`src/rtl/alu_arb_pkg.sv`:
```
// Shared definitions for the ALU arbiter: EXE_CMD encodings, FSM states, SR bit positions.
// Build option ALU_ARB_FIXED_PRIO_EN selects fixed port-0 priority in place of round-robin.
package alu_arb_pkg;

  localparam logic [3:0] MOV = 4'd1;
  localparam logic [3:0] ADD = 4'd2;
  localparam logic [3:0] ADC = 4'd3;
  localparam logic [3:0] SUB = 4'd4;
  localparam logic [3:0] SBC = 4'd5;
  localparam logic [3:0] AND = 4'd6;
  localparam logic [3:0] ORR = 4'd7;
  localparam logic [3:0] EOR = 4'd8;
  localparam logic [3:0] MVN = 4'd9;

  typedef enum logic [1:0] {
    IDLE = 2'd0,
    EXEC = 2'd1,
    RESP = 2'd2
  } state_t;

  localparam int SR_N = 3;
  localparam int SR_Z = 2;
  localparam int SR_C = 1;
  localparam int SR_V = 0;

endpackage

```
`src/rtl/alu_arb_rr_arb2.sv`:
```
// Two-way arbiter: round-robin with a priority pointer, or fixed port-0 priority
// when ALU_ARB_FIXED_PRIO_EN is defined (the pointer then does not exist).
module rr_arb2 (
`ifndef ALU_ARB_FIXED_PRIO_EN
  input  logic       clk,
  input  logic       rst_n,
  input  logic       advance,
`endif
  input  logic [1:0] req,
  output logic [1:0] gnt
);

`ifdef ALU_ARB_FIXED_PRIO_EN
  assign gnt = {req[1] & ~req[0], req[0]};
`else
  logic ptr;

  always_comb begin
    gnt = 2'b00;
    if (!ptr) gnt = req[0] ? 2'b01 : {req[1], 1'b0};
    else      gnt = req[1] ? 2'b10 : {1'b0, req[0]};
  end

  // After a grant the pointer moves to the port that was not served.
  always_ff @(posedge clk or negedge rst_n) begin
    if (!rst_n)                   ptr <= 1'b0;
    else if (advance && (|gnt))   ptr <= gnt[0];
  end
`endif

endmodule

```
`src/rtl/alu_arbiter.sv`:
```
// Shares one ALU between the EXE stage (port 0) and an auxiliary requester (port 1), owns SR.
// Build option ALU_ARB_FIXED_PRIO_EN gives port 0 fixed priority instead of round-robin.
module alu_arbiter
  import alu_arb_pkg::*;
#(
  parameter int DATA_W = 32,
  parameter int CMD_W  = 4,
  parameter int ID_W   = 4
) (
  input  logic                   clk,
  input  logic                   rst_n,
  input  logic [1:0]             req_valid,
  output logic [1:0]             req_ready,
  input  logic [1:0][CMD_W-1:0]  req_cmd,
  input  logic [1:0][DATA_W-1:0] req_val1,
  input  logic [1:0][DATA_W-1:0] req_val2,
  input  logic [1:0]             req_set_flags,
  input  logic [1:0][ID_W-1:0]   req_id,
  output logic                   rsp_valid,
  input  logic                   rsp_ready,
  output logic                   rsp_port,
  output logic [ID_W-1:0]        rsp_id,
  output logic [DATA_W-1:0]      rsp_result,
  output logic [3:0]             rsp_status,
  output logic [DATA_W-1:0]      alu_val1,
  output logic [DATA_W-1:0]      alu_val2,
  output logic [CMD_W-1:0]       alu_exe_cmd,
  output logic [3:0]             alu_sr,
  input  logic [DATA_W-1:0]      alu_result,
  input  logic [3:0]             alu_status,
  input  logic                   sr_wr_en,
  input  logic [3:0]             sr_wr_data,
  output logic [3:0]             sr
);

  state_t state_q, state_d;
  logic [1:0] gnt;
  logic       accept;
  logic       gnt_port;

  logic              lat_set_flags;
  logic [ID_W-1:0]   lat_id;
  logic              lat_port;

  rr_arb2 u_arb (
`ifndef ALU_ARB_FIXED_PRIO_EN
    .clk     (clk),
    .rst_n   (rst_n),
    .advance (state_q == IDLE),
`endif
    .req     (req_valid),
    .gnt     (gnt)
  );

  assign req_ready = (state_q == IDLE) ? gnt : 2'b00;
  assign accept    = |req_ready;
  assign gnt_port  = gnt[1];
  assign rsp_valid = (state_q == RESP);
  assign alu_sr    = sr;

  always_ff @(posedge clk or negedge rst_n) begin
    if (!rst_n) state_q <= IDLE;
    else        state_q <= state_d;
  end

  always_comb begin
    state_d = state_q;
    case (state_q)
      IDLE:    if (accept) state_d = EXEC;
      EXEC:    state_d = RESP;
      RESP:    if (rsp_ready) state_d = IDLE;
      default: state_d = IDLE;
    endcase
  end

  // Operands captured at accept feed the ALU directly for the single EXEC cycle.
  always_ff @(posedge clk or negedge rst_n) begin
    if (!rst_n) begin
      alu_exe_cmd   <= '0;
      alu_val1      <= '0;
      alu_val2      <= '0;
      lat_set_flags <= 1'b0;
      lat_id        <= '0;
      lat_port      <= 1'b0;
    end else if (accept) begin
      alu_exe_cmd   <= req_cmd[gnt_port];
      alu_val1      <= req_val1[gnt_port];
      alu_val2      <= req_val2[gnt_port];
      lat_set_flags <= req_set_flags[gnt_port];
      lat_id        <= req_id[gnt_port];
      lat_port      <= gnt_port;
    end
  end

  always_ff @(posedge clk or negedge rst_n) begin
    if (!rst_n) begin
      rsp_result <= '0;
      rsp_status <= '0;
      rsp_id     <= '0;
      rsp_port   <= 1'b0;
    end else if (state_q == EXEC) begin
      rsp_result <= alu_result;
      rsp_status <= alu_status;
      rsp_id     <= lat_id;
      rsp_port   <= lat_port;
    end
  end

  // An explicit SR write always overrides a flag update from the finishing op.
  always_ff @(posedge clk or negedge rst_n) begin
    if (!rst_n)                                   sr <= 4'b0000;
    else if (sr_wr_en)                            sr <= sr_wr_data;
    else if ((state_q == EXEC) && lat_set_flags)  sr <= alu_status;
  end

endmodule

```
`config.mk`:
```
export PLATFORM = sky130hd
export DESIGN_NAME = alu_arbiter
export DESIGN_NICKNAME = d
export VERILOG_FILES = /design/src/rtl/alu_arb_pkg.sv /design/src/rtl/alu_arb_rr_arb2.sv /design/src/rtl/alu_arbiter.sv
export SDC_FILE = /design/constraint.sdc
export NUM_CORES = 1
export LEC_CHECK = 0
export CAP_MARGIN = 20
export CORE_ASPECT_RATIO = 0.7
export CORE_UTILIZATION = 25
export CTS_CLUSTER_DIAMETER = 200
export CTS_CLUSTER_SIZE = 30
export DETAILED_ROUTE_END_ITERATION = 7
export SETUP_SLACK_MARGIN = 0.2
export SYNTH_ARGS = -nofsm -noshare
export SYNTH_HDL_FRONTEND = slang
export SYNTH_SLANG_ARGS = --single-unit
export TNS_END_PERCENT = 10
```
`constraint.sdc`:
```
create_clock -name clk -period 1.15 [get_ports clk]
set_input_delay 0.2875 -clock clk [delete_from_list [all_inputs] [get_ports clk]]
set_output_delay 0.2875 -clock clk [all_outputs]
set_load 0.01 [all_outputs]
```
==> results of run 1 <==
==> logic make-up after synthesis <==
group / Yosys count / synth area share, %
compound gates: 230 / 22.1
simple gates: 97 / 8.75
flops: 122 / 54.2
mux: 41 / 8.19
buf+inv: 68 / 6.75
==> tightest hold or removal path, cell delays in order <==
cell and delay [ps]:
buf_2 150, nand2_2 100, o2bb2ai_1 90
==> sequential cells by signal, summed over array words and instances (netlist names) <==
register / flops
alu_exe_cmd: 4
rsp_status: 4
state_q: 2
lat_set_flags: 1
alu_val1: 32
alu_val2: 32
rsp_result: 32
alu_sr: 4
rsp_id: 4
lat_port: 1
u_arb.ptr: 1
lat_id: 4
rsp_port: 1
==> Yosys cell counts, types with 2 or more instances <==
master and n:
nor2_1 3, inv_1 2, buf_6 4, nand2_1 7
nor2b_1 5, nand3_1 74, buf_4 13, mux2_1 27
clkbuf_1 11, a21oi_1 81, o21ai_0 75, buf_2 37
or2_1 2, mux2_2 14, a31oi_1 73, nand2b_1 3
dfrtp_1 122
==> area by class of cell <==
type                       count  share of cell area (%)
multi-input combinational    368                    24.0
tap                          282                    3.47
timing repair buffer         380                    36.5
clock inverter                11                    1.43
inverter                       3                   0.111
sequential                   122                    30.0
clock buffer                  20                    4.49
==> per-stage QoR <==
step,cell area [um2],hold WS [ps],power (mW)
final,10200,258,27.1
after global routing,10200,258,28.7
after CTS,9590,239,24.9
after detailed placement,9280,234,20.1
after global placement,9280,233,20.0
after floorplan,5690,-8.09,13.3
==> cell usage in the layout (no fill, tap or decap), drive strengths merged <==
master	count
or2	2
nand2b	3
nor2b	5
a21oi	81
a31oi	73
nor2	4
nand3	74
nand2	7
bufinv	3
clkinv	4
buf	181
clkbuf	29
dfrtp	122
o21ai	75
clkdlybuf4s50	188
dlygate4sd3	1
dlymetal6s2s	1
o2bb2ai	1
and3b	1
mux2	41
nand3b	1
clkinvlp	3
inv	4
==> power by group <==
group | leakage, nW | internal, mW | switching (mW) | total (mW)
Combinational | 2.55 | 7.29 | 6.56 | 13.8
Clock | 0.288 | 3.51 | 2.01 | 5.52
Sequential | 1.38 | 6.49 | 1.28 | 7.77
==> timing repair <==
action,4_1_cts,5_1_grt
gates cloned,0,10
hold endpoints to repair,10,0
pin swaps,8,10
setup buffers,9,8
endpoints found under the setup margin,242,242
hold buffers,1,0
gates resized for setup,523,48
==> final timing paths <==
kind / end / cells after the start / start / slack [ps]
worst max-delay path: req_ready[1] / 3 / state_q[1] / -460
worst min-delay path: lat_port / 3 / req_valid[1] / 260
worst max register to register: lat_set_flags / 6 / state_q[1] / -400
worst min register to register: rsp_result[30] / 1 / rsp_result[30] / 490
max in group asynchronous: alu_val2[4] / 3 / rst_n / 320
min in group asynchronous: rsp_result[18] / 2 / rst_n / 340
==> routing by layer <==
metal  global-route usage (%)  share of wire (%)  vias to the layer above
li1                         -                  -                     2729
met1                     24.8                 45                     2932
met2                     28.2                 44                      300
met3                     7.44                9.9                       18
met4                     4.89                1.1                        0
met5                        0                  0                        -
==> flow_summary.toml, run 1 <==
[final_layout]
multiInputGateArea_um2 = 2440
drive_gt1_share_pct = 29.8
layout.nets = 1084
nFillCells = 2075
final_cells = 1186
seqCellArea_um2 = 3050
fin_util_pct = 46.5
num_antenna_cells = 0
syn_to_final_growth_pct = 80.6

[route]
routedWlPerCell_um = 19.9
viasPerCell = 5.04
drt_first_pass_iters = 4
detail-route-antenna-nets = 0
vias = 5979
first_iter_violations = 272
totalWireLength_mm = 23.6
route.detailed.drc = 0

[yosys]
ys_async_sr_fraction_pct = 100
yosys.area.top_type = "dfrtp_1"
synth_cell_type_count = 22
synthTopCellsByArea = "dfrtp_1, a31oi_1, a21oi_1"
syn_area_um2 = 5630
synthFlopType = "dfrtp_1"
synth_edf_count = 0
yosysWarningCount = 0
synth_top_area_share_pct = 54.2
seq_area_frac_synth_pct = 54.2
synth.avg_cell_area_um2 = 10.1
ys_ff_latch = 122
syn_inst = 558
syn-num-nets = 750

[floorplanning]
num_rows = 45
io_pins = 312
initial_core_util_pct = 25.7
core-area_um2 = 21900
die_x_um = 181
die-height_um = 128
die-area_um2 = 23200

[cts]
path_clk_slew_ps = 60
ctsHtreeMaxLevel = 4
cts_tree = "yes"
clk_latency_ps = 420
cts_buffers = 17
cts_num_sinks = 122
root_buffer = "clkbuf_16"
clockBufferDepth = 2

[worst_setup_path]
crit_path_max_incr_delay_ps = 440
critical_path.max_fanout = 3
critPathBufInv = 1
crit_chain = "or2_4 > nor2_4 > buf_6"
critPathRequiredTime_ps = 860
worstPathArrival_ps = 1320
worst-setup-path-type = "reg2out"
crit_path_end_kind = "output port"
crit_slowest_cell = "dfrtp_2"
cp_top_family = "flip-flops"
startpoint_type = "register"

[sta]
clock_skew_ps = 7.46
setup_ws_ps = -459
fmax_mhz = 622
post-route-min-period_ps = 1610
slew_headroom_pct = 69.8
finalHoldViolCount = 0
worst_pin_slew_ps = 448
setup_violations = 241
rsz0062_at_grt = "yes"
tns_ps = -47570
drv_slew = 0
fin_crit_sh_pct = 140

[global_routing]
grt_max_degree = 49
grt_pass1_vias = 5792
gr-total-overflow = 0
grt_use_total_pct = 18.7
grt_pass1_wl_mm = 33.3
antenna_found_initial = 0

[placed_design]
globalplace.congestion = 0.753
dpl.cell_count = 1127
dpl_worst_slack_ps = -739
port_buffers = 311
dpl.hpwl_mm = 14.6

[power]
powerDensity_nw_per_um2 = 2670
ir_worst_vdd_mv = 1.27
power_leakage_nw = 4.23

[job]
drv_cap = 0

[run_status]
outcome = "finished, violations left"
violations = "setup timing"

[min_path]
hold_class = "in2reg"
Power figures use the tool's default switching activity.
==> inputs of run 2 (changes only) <==
--- a/config.mk
+++ b/config.mk
@@ -11,6 +11,7 @@
 export CTS_CLUSTER_DIAMETER = 200
 export CTS_CLUSTER_SIZE = 30
 export DETAILED_ROUTE_END_ITERATION = 7
+export PLACE_DENSITY_LB_ADDON = 0.3
 export SETUP_SLACK_MARGIN = 0.2
 export SYNTH_ARGS = -nofsm -noshare
 export SYNTH_HDL_FRONTEND = slang
==> run 2 against run 1 <==
  * The run still ends with setup timing left
  * Fmax increased by 1.1%
  * Register-to-register slack improved by 30 ps
  * Routed wire length decreased by 5.7%
  * Largest power group unchanged
==> flow_summary.toml, run 2 (same netlist as run 1, synthesis figures left out) <==
[global_routing]
grt_pass1_vias = 5922
antenna_found_initial = 1
grt_use_total_pct = 18.7
gr-total-overflow = 0
grt_max_degree = 65
grt_pass1_wl_mm = 33.3

[power]
p_sw_mw = 9.54
seq_power_share_pct = 30.6
ir_worst_vdd_mv = 0.922
combinationalPowerShare_pct = 49.6
p_int_mw = 15.8
power_frac_clock_pct = 19.8
sw_frac_of_total_pct = 37.6
powerDensity_nw_per_um2 = 2580
power_leakage_nw = 4.07

[placed_design]
port_buffers = 311
globalplace.congestion = 0.761
dpl.hpwl_mm = 14.5
dpl_worst_slack_ps = -795

[run_status]
violations = "setup timing"
outcome = "finished, violations left"

[floorplanning]
die_x_um = 181
num_rows = 45
io_pins = 312
die-area_um2 = 23200
die-height_um = 128
core-area_um2 = 21900
initial_core_util_pct = 25.7

[cts]
ctsHtreeMaxLevel = 4
path_clk_slew_ps = 60
clk_latency_ps = 420
cts_tree = "yes"
cts_num_sinks = 122
cts_buffers = 17
root_buffer = "clkbuf_16"
clockBufferDepth = 2

[worst_setup_path]
r2r_cells = 6
r2r-start = "state_q[1]"
worstPathArrival_ps = 1300
worst-setup-path-type = "reg2out"
critPathRequiredTime_ps = 860
r2r_slack_ps = -370
critPathCapture = "req_ready[1]"
cp-startpoint = "state_q[1]"
startpoint_type = "register"
critical_path.max_fanout = 3
rr_endpoint = "alu_val1[9]"
crit_path_end_kind = "output port"

[route]
routedWlPerCell_um = 18.9
vias = 5798
route.detailed.drc = 0
viasPerCell = 4.93
totalWireLength_mm = 22.3
detail-route-antenna-nets = 0
first_iter_violations = 276
drt_first_pass_iters = 4

[sta]
clock_skew_ps = 12.9
worst_pin_slew_ps = 703
fmax_mhz = 628
slew_headroom_pct = 53.1
drv_slew = 0
finalHoldViolCount = 0
setup_ws_ps = -441
post-route-min-period_ps = 1590
fin_crit_sh_pct = 138
setup_violations = 240
rsz0062_at_grt = "yes"

[final_layout]
fin_util_pct = 45.0
final_cell_mix = "clkdlybuf4s50_1, dfrtp_1, buf_2, a21oi_1, o21ai_0"
drive_gt1_share_pct = 28.8
layout_commonest_cell = "clkdlybuf4s50_1"
syn_to_final_growth_pct = 74.8
layout.nets = 1071
top_regs = "alu_val1 (32), alu_val2 (32), rsp_result (32)"

[min_path]
hold_class = "in2reg"

[job]
drv_cap = 0
-- run 2: layout make-up --
cell class / count / area, um2
repair buffers: 367 / 3490
diodes: 1 / 2.50
well taps: 282 / 353
fillers: 2138 / 12100
inverters: 3 / 11.3
multi-input cells: 368 / 2400
clock inverters: 15 / 119
flip-flops and latches: 122 / 3050
clock buffers: 17 / 425
-- run 2: through the flow --
stage	hold WS, ps	area, um2	power, mW	setup TNS (ps)	std cells
2_1_floorplan	-8.09	5690	13.3	-7900	558
3_3_place_gp	181	9210	19.8	-68180	1127
3_5_place_dp	182	9210	20.0	-69610	1127
4_1_cts	183	9430	24.0	-49320	1167
5_1_grt	216	9850	27.0	-58230	1175
6_report	203	9850	25.4	-45070	1175
-- run 2: critical path, stage by stage (launching register included) --
cell and delay, ps:
dfrtp_1 420, or2_4 270, nor2_2 70, buf_2 140
-- run 2: power groups by stage --
stage / clock network [mW] / logic, mW / registers, mW
CTS: 5.17 / 11.1 / 7.70
global placement: 0 / 12.2 / 7.62
finish: 5.02 / 12.6 / 7.75
detailed placement: 0 / 12.3 / 7.70
floorplan: 0 / 4.78 / 8.55
global route: 5.35 / 13.6 / 8.05
-- run 2: layer usage --
layer | wire (um) | global-route usage, %
met5 | 35 | 0
met1 | 10100 | 24.4
met3 | 1770 | 6.61
met2 | 10100 | 29.4
met4 | 207 | 4.99
-- run 2: worst min-delay path by stage --
stage / from / to / cells past startpoint
final: req_valid[1] / lat_port / 3
after detailed placement: rst_n / alu_val1[23] / 1
after global routing: req_valid[1] / lat_port / 3
after floorplan: rst_n / alu_exe_cmd[0] / 0
after global placement: rst_n / alu_val1[23] / 1
after CTS: req_valid[1] / lat_port / 3
-- run 2: what timing repair did --
| action | 4_1_cts | 5_1_grt |
|---|---|---|
| hold buffers | 1 | 0 |
| pin swaps | 9 | 4 |
| gates cloned | 0 | 6 |
| setup buffers | 7 | 1 |
| endpoints found under the setup margin | 242 | 242 |
| gates resized for setup | 522 | 51 |
| hold endpoints to repair | 11 | 0 |
